<file path="config.mk">
export PLATFORM = sky130hd
export DESIGN_NAME = note_rom_arbiter
export DESIGN_NICKNAME = d
export VERILOG_FILES = /design/src/rtl/note_rom_arbiter.sv
export SDC_FILE = /design/constraint.sdc
export NUM_CORES = 1
export LEC_CHECK = 0
export CAP_MARGIN = 20
export CORE_UTILIZATION = 30
export DETAILED_ROUTE_END_ITERATION = 8
export GPL_ROUTABILITY_DRIVEN = 0
export GPL_TIMING_DRIVEN = 1
export PLACE_DENSITY = 0.71
export REMOVE_ABC_BUFFERS = 1
export SETUP_SLACK_MARGIN = 0.4
export SLEW_MARGIN = 20
export SYNTH_ARGS = -nofsm -noshare
export SYNTH_HDL_FRONTEND = slang
export SYNTH_SLANG_ARGS = --single-unit
export TNS_END_PERCENT = 100
</file>
<file path="constraint.sdc">
create_clock -name i_clk -period 4.4 [get_ports i_clk]
set_input_delay 0.88 -clock i_clk [delete_from_list [all_inputs] [get_ports i_clk]]
set_output_delay 0.88 -clock i_clk [all_outputs]
set_load 0.02 [all_outputs]
</file>
<file path="src/rtl/note_rom_arbiter.sv">
// Round-robin arbiter that shares one synchronous song ROM among NUM_CH note channels.
// Each grant reads ROM[{channel, index}] and returns the word with a one-cycle one-hot ack.
module note_rom_arbiter #(
  parameter int unsigned NUM_CH = 4,
  parameter int unsigned CH_W   = 2,
  parameter int unsigned ADDR_W = 5,
  parameter int unsigned DATA_W = 16
) (
  input  logic                     i_clk,
  input  logic                     i_rst,
  input  logic [NUM_CH-1:0]        i_req,
  input  logic [NUM_CH*ADDR_W-1:0] i_addr,
  output logic [NUM_CH-1:0]        o_ack,
  output logic [DATA_W-1:0]        o_data,
  output logic                     o_rom_en,
  output logic [CH_W+ADDR_W-1:0]   o_rom_addr,
  input  logic [DATA_W-1:0]        i_rom_data
);

  typedef enum logic [1:0] {
    IDLE = 2'd0,
    WAIT = 2'd1,
    CAPT = 2'd2
  } state_t;

  state_t                   state;
  state_t                   state_nxt;
  logic [CH_W-1:0]          ptr;
  logic [CH_W-1:0]          ptr_nxt;
  logic [CH_W-1:0]          grant;
  logic [CH_W-1:0]          grant_nxt;
  logic [NUM_CH-1:0]        ack_nxt;
  logic [DATA_W-1:0]        data_nxt;
  logic                     rom_en_nxt;
  logic [CH_W+ADDR_W-1:0]   rom_addr_nxt;

  logic [NUM_CH-1:0]        cand;
  logic [CH_W-1:0]          probe;
  logic [CH_W-1:0]          pick;
  logic                     found;
  logic [ADDR_W-1:0]        pick_idx;

  // Round-robin search upward from ptr; the channel being acked right now is masked out.
  always_comb begin
    cand  = i_req & ~o_ack;
    found = 1'b0;
    pick  = '0;
    probe = '0;
    for (int unsigned i = 0; i < NUM_CH; i++) begin
      probe = ptr + CH_W'(i);
      if (!found && cand[probe]) begin
        found = 1'b1;
        pick  = probe;
      end
    end
    pick_idx = i_addr[pick*ADDR_W +: ADDR_W];
  end

  // Register block: state, pointer, grant id and all outputs.
  always_ff @(posedge i_clk) begin
    if (i_rst) begin
      state      <= IDLE;
      ptr        <= '0;
      grant      <= '0;
      o_ack      <= '0;
      o_data     <= '0;
      o_rom_en   <= 1'b0;
      o_rom_addr <= '0;
    end else begin
      state      <= state_nxt;
      ptr        <= ptr_nxt;
      grant      <= grant_nxt;
      o_ack      <= ack_nxt;
      o_data     <= data_nxt;
      o_rom_en   <= rom_en_nxt;
      o_rom_addr <= rom_addr_nxt;
    end
  end

  always_comb begin
    state_nxt = state;
    unique case (state)
      IDLE:    if (found) state_nxt = WAIT;
      WAIT:    state_nxt = CAPT;
      CAPT:    state_nxt = IDLE;
      default: state_nxt = IDLE;
    endcase
  end

  // Next values for the registered outputs; ROM data is captured one cycle after the read edge.
  always_comb begin
    ack_nxt      = '0;
    data_nxt     = o_data;
    rom_en_nxt   = 1'b0;
    rom_addr_nxt = o_rom_addr;
    grant_nxt    = grant;
    ptr_nxt      = ptr;
    unique case (state)
      IDLE: begin
        if (found) begin
          rom_en_nxt   = 1'b1;
          rom_addr_nxt = {pick, pick_idx};
          grant_nxt    = pick;
        end
      end
      CAPT: begin
        data_nxt = i_rom_data;
        ack_nxt  = NUM_CH'(1) << grant;
        ptr_nxt  = grant + CH_W'(1);
      end
      default: ;
    endcase
  end

endmodule
</file>
# Word-level counts from Yosys, hierarchy flattened
# Cells that the tools add are included.
[totals] register_bits=34 wordCells=54 input_bits=42
[classes] eq_ne=3 muxes=19 add_sub_neg=4 n_mul=1 reduce_logical=10 bitwise_logic=4 order_cmp=4 n_shift=2
[ops] cell="20-bit by 6-bit variable part select with 5-bit output" count=1
[ops] cell="2-bit by 3-bit < comparator with 1-bit output, second input constant" count=4
[ops] cell="2-bit 2-to-1 mux" count=5
[ops] cell="1-bit 2-to-1 mux" count=9
[ops] cell="1-bit binary-select mux with 2-bit select" count=4
[ops] cell="2-bit by 3-bit multiplier with 5-bit output, second input constant" count=1
[ops] cell="2-bit by 1-bit adder with 2-bit output, second input constant" count=2
[ops] cell="2-bit adder, second input constant" count=2
[ops] cell="4-bit AND" count=1
[ops] cell="4-bit NOT" count=1
[ops] cell="2-bit one-hot mux with 2 select lines" count=1
[ops] cell="2-bit OR reduction" count=2
[ops] cell="1-bit by 2-bit left shift with 4-bit output, first input constant" count=1
[ops] cell="1-bit logical AND" count=3
[ops] cell="1-bit zero test" count=3
[ops] cell="2-bit by 1-bit equality test with 1-bit output, second input constant" count=1
[ops] cell="2-bit equality test, second input constant" count=1
[ops] cell="2-bit zero test" count=1
[ops] cell="2-bit inequality test, second input constant" count=1
[ops] cell="1-bit NOT" count=2
[ops] cell="2-bit AND reduction" count=1

# Depth between registers and ports, before layout
[logic_depth] word_depth=16 mapped_depth=6 ltp_nobuf=5

# Least setup slack after synthesis
# OpenSTA, ideal clock, no wires.
[synth_path] path_kind="input port to flip-flop" from="input i_req[3]" to="register o_rom_addr[0]" path_slack_ns=2.344 stages=5 required_time_ns=4.272 arrival_time_ns=1.929 cell_sequence="nor2b_4 -> o41ai_4 -> nor2_2 -> nand2_4 -> o221ai_2"
[synth_via] elab_chain_len=15 word_cells_on_any_way=26
[synth_rtl] item="start: declaration" line="11" rtl="input logic [NUM_CH-1:0] i_req,"
[synth_rtl] item="4-bit AND *" line="45" rtl="cand = i_req & ~o_ack;"
[synth_rtl] item="1-bit binary-select mux with 2-bit select" line="51" rtl="if (!found && cand[probe]) begin"
[synth_rtl] item="1-bit 2-to-1 mux (implied by the code)" line="51"
[synth_rtl] item="1-bit 2-to-1 mux" line="51"
[synth_rtl] item="1-bit zero test" line="51"
[synth_rtl] item="1-bit logical AND" line="51"
[synth_rtl] item="1-bit 2-to-1 mux" line="51"
[synth_rtl] item="1-bit zero test" line="51"
[synth_rtl] item="1-bit logical AND" line="51"
[synth_rtl] item="1-bit 2-to-1 mux" line="51"
[synth_rtl] item="1-bit zero test" line="51"
[synth_rtl] item="1-bit logical AND" line="51"
[synth_rtl] item="2-bit 2-to-1 mux" line="51"
[synth_rtl] item="2-bit by 3-bit multiplier with 5-bit output" line="56" rtl="pick_idx = i_addr[pick*ADDR_W +: ADDR_W];"
[synth_rtl] item="20-bit by 6-bit variable part select with 5-bit output" line="56"
[synth_rtl] item="end signal: assignment" line="76" rtl="o_rom_addr <= rom_addr_nxt;"
[synth_rtl] item="end: declaration" line="16" rtl="output logic [CH_W+ADDR_W-1:0] o_rom_addr,"
# Every way passes the cells marked *; elsewhere a longest branch is shown, timed or not. The select of a mux whose other input is x is not followed.
# A chain may end at the register's enable or synchronous reset.

# Worst setup path after layout
[layout_path] from="input i_req[0]" to="register o_rom_addr[0]"
# The elaborated chain is that of the path after synthesis.

==> qor.yml <==
clocking:
  ctsHtreeMaxLevel: 2
  cts.path.max_buffers: 2
  cts.clk_slew.worst_paths_ns: 0.06
  cts_tree: "built"
  cts_buffers: 5
  cts-root-buf: "clkbuf_8"
  post_cts_resized: 0
  clock-sinks: 32
  cts_setup_buffers: 0
  clkLatencyLatePin_ns: 0.28
  cts_hold_buf: 0
synth:
  synth_async_sr_flop_share: 0
  yosys.area_share.simple: 0.241
  synthFlopType: "dfxtp_1"
  synth_top_area_cell: "dfxtp_1"
  ys_seq_area_frac: 0.461
  synth.distinct_cells: 29
  yosysMostFrequentCell: "nand2_1"
  synth_fa_ha_area_frac: 0
  synth_top_family_by_area: "simple AND/OR/NAND/NOR gates"
  synth_edf_count: 0
  ys_warn_count: 0
  syn_avg_cell_area_sq_um: 9.32
  syn_area_sq_um: 1390
  synth_area_leaders: "dfxtp_1 (46%), nand2_1 (9.5%), mux2i_1 (8.6%), a21oi_1 (6.1%), o221ai_2 (5.4%)"
  synth.top_cells.by_count: "nand2_1 (35), dfxtp_1 (32), a21oi_1 (17)"
  ys_ff_latch: 32
  synth-xor-area-share: 0.00631
  synth.top_cell.area_share: 0.461
  muxShareOfSynthArea: 0.0865
  syn-instance-count: 149
  synth_compound_area_frac: 0.177
floorplanning:
  die_area_sq_um: 4910
  die_h_microns: 70.0
  rows: 24
  die_w_microns: 70.0
  initial_core_util: 0.315
  pin_count: 70
  coreArea_sq_um: 4410
timing:
  worst_pin_slew_ns: 0.749
  maxSlewViolCount: 0
  layout_setup_ws_ns: 1.85
  rsz0062_at_grt: "false"
  hold_slack_ns: 0.454
  hold_viol: 0
  fin_tns_setup_ns: 0
  timing.fmax_ghz: 0.392
  slew_headroom: 0.499
  period_needed_ns: 2.55
  skew_ns: 0.00668
  fin_crit_sh: 0.580
  setup_viol: 0
critical_path:
  end_kind: "register"
  cp_common_cell: "mux2i_1"
  start_kind: "input port"
  worstPathRequired_ns: 4.55
  path_max_fanout: 11
  slowest_stage: "o211ai_2"
  path_delay_family: "compound AO/OA/AOI/OAI gates"
  path_class: "in -> reg"
  slowest_delay_ns: 0.61
  crit_buf_inv: 1
  worstPathCellList: "clkdlybuf4s50_1, and2b_1, mux2i_1, o211ai_2, mux2i_1, o221ai_2"
  worstPathArrival_ns: 2.70
power:
  peakVddDrop_uv: 197
  powerDensity_nw_per_um2: 326
  internal-power_uw: 528
  total_power_uw: 722
  power_frac_comb: 0.233
  clkPwrFrac: 0.322
  p_switching_uw: 195
  p_leak_uw: 0.000829
  seqPwrFrac: 0.445
  netSwitchingFraction: 0.270
placed_design:
  place_ws_ns: 1.56
  port_buffers: 69
  place_area_sq_um: 2120
  hpwl_microns: 2470
cells_and_area:
  area_growth_pct: 59.5
  drive_gt1_frac: 0.100
  nFillCells: 429
  area.sequential_sq_um: 641
  multiInputGateArea_sq_um: 711
  layout.nets: 260
  postLayoutCellArea_sq_um: 2220
  antenna_cells: 0
global_routing:
  grt_pass1_vias: 1257
  grt_pass1_wl_microns: 5750
  grt_overflow: 0
  grt_max_degree: 22
  antenna_found_initial: 0
  grtUsageTotal: 0.148
status:
  outcome: "finished, final reports clean"
flow_run:
  max_cap_violations: 0
route:
  wl_per_cell_microns: 12.3
  first_pass_iters: 4
  drt-total-wl_microns: 3330
  viasPerCell: 4.59
  drtIter0Drc: 56
  ant_nets: 0
  vias: 1245
  drc_errors: 0
worst_hold_path:
  hp-class: "reg -> reg"
power groups by stage:
stage,Clock (uW),Sequential (uW),Combinational (uW)
after floorplan,0,345,66.6
after global placement,0,328,168
after detailed placement,0,328,170
after CTS,239,322,171
after global routing,254,324,182
final,233,322,168
area by class of cell:
type / instances / share of cell area
well taps: 52 / 0.0294
clock inverters: 1 / 0.00339
clock buffers: 7 / 0.0390
multi-input cells: 108 / 0.321
repair buffers: 71 / 0.318
flip-flops and latches: 32 / 0.289
registers in the layout (all words and copies together), names as in the netlist:
signal and cells:
ptr 2, o_rom_en 1, o_ack 4, o_data 16
state 2, o_rom_addr 7
kinds of logic (layout without fill, tap and decap cells):
logic type | count (synthesis) | count (layout)
buffers and inverters | 9 | 79
AND/OR/NAND/NOR | 65 | 65
XOR/XNOR | 1 | 1
AO/OA/AOI/OAI | 30 | 30
multiplexers | 12 | 12
flip-flops | 32 | 32
layout by cell type, fill, tap and decap left out, types with 2 or more instances in the layout:
master	instances
a211oi_1	2
dfxtp_1	32
clkdlybuf4s50_1	69
clkbuf_8	6
buf_4	2
a21oi_1	17
nor2_1	9
nor3b_1	2
mux2i_1	12
o221ai_2	5
nor2b_4	2
nand2b_1	3
nand3b_1	5
nand2_1	35
path summary, 6_finish.rpt:
kind,start,to,slack [ns],cells after the start
max,i_req[0],o_rom_addr[0],1.85,6
min,o_data[1],o_data[1],0.45,2
max reg2reg,o_ack[0],o_rom_addr[0],2.52,5
min reg2reg,o_data[1],o_data[1],0.45,2
worst reg2reg max path: stages, from the launching register on:
cell	delay, ns
dfxtp_1	0.31
and2b_1	0.29
mux2i_1	0.11
o211ai_2	0.61
mux2i_1	0.31
o221ai_2	0.13
routing by layer:
layer / GRT usage / part of all wire / vias to the layer above
li1: - / - / 646
met1: 0.175 / 0.44 / 566
met2: 0.255 / 0.52 / 29
met3: 0.0332 / 0.037 / 4
met4: 0.0600 / 0.011 / 0
met5: 0 / 0 / -
per-stage QoR:
stage | util | cells
finish | 0.502 | 271
floorplan | - | 140
CTS | 0.502 | 271
detailed placement | 0.481 | 263
global route | 0.502 | 271
global placement | 0.481 | 263
(Power assumes the default switching activity.)
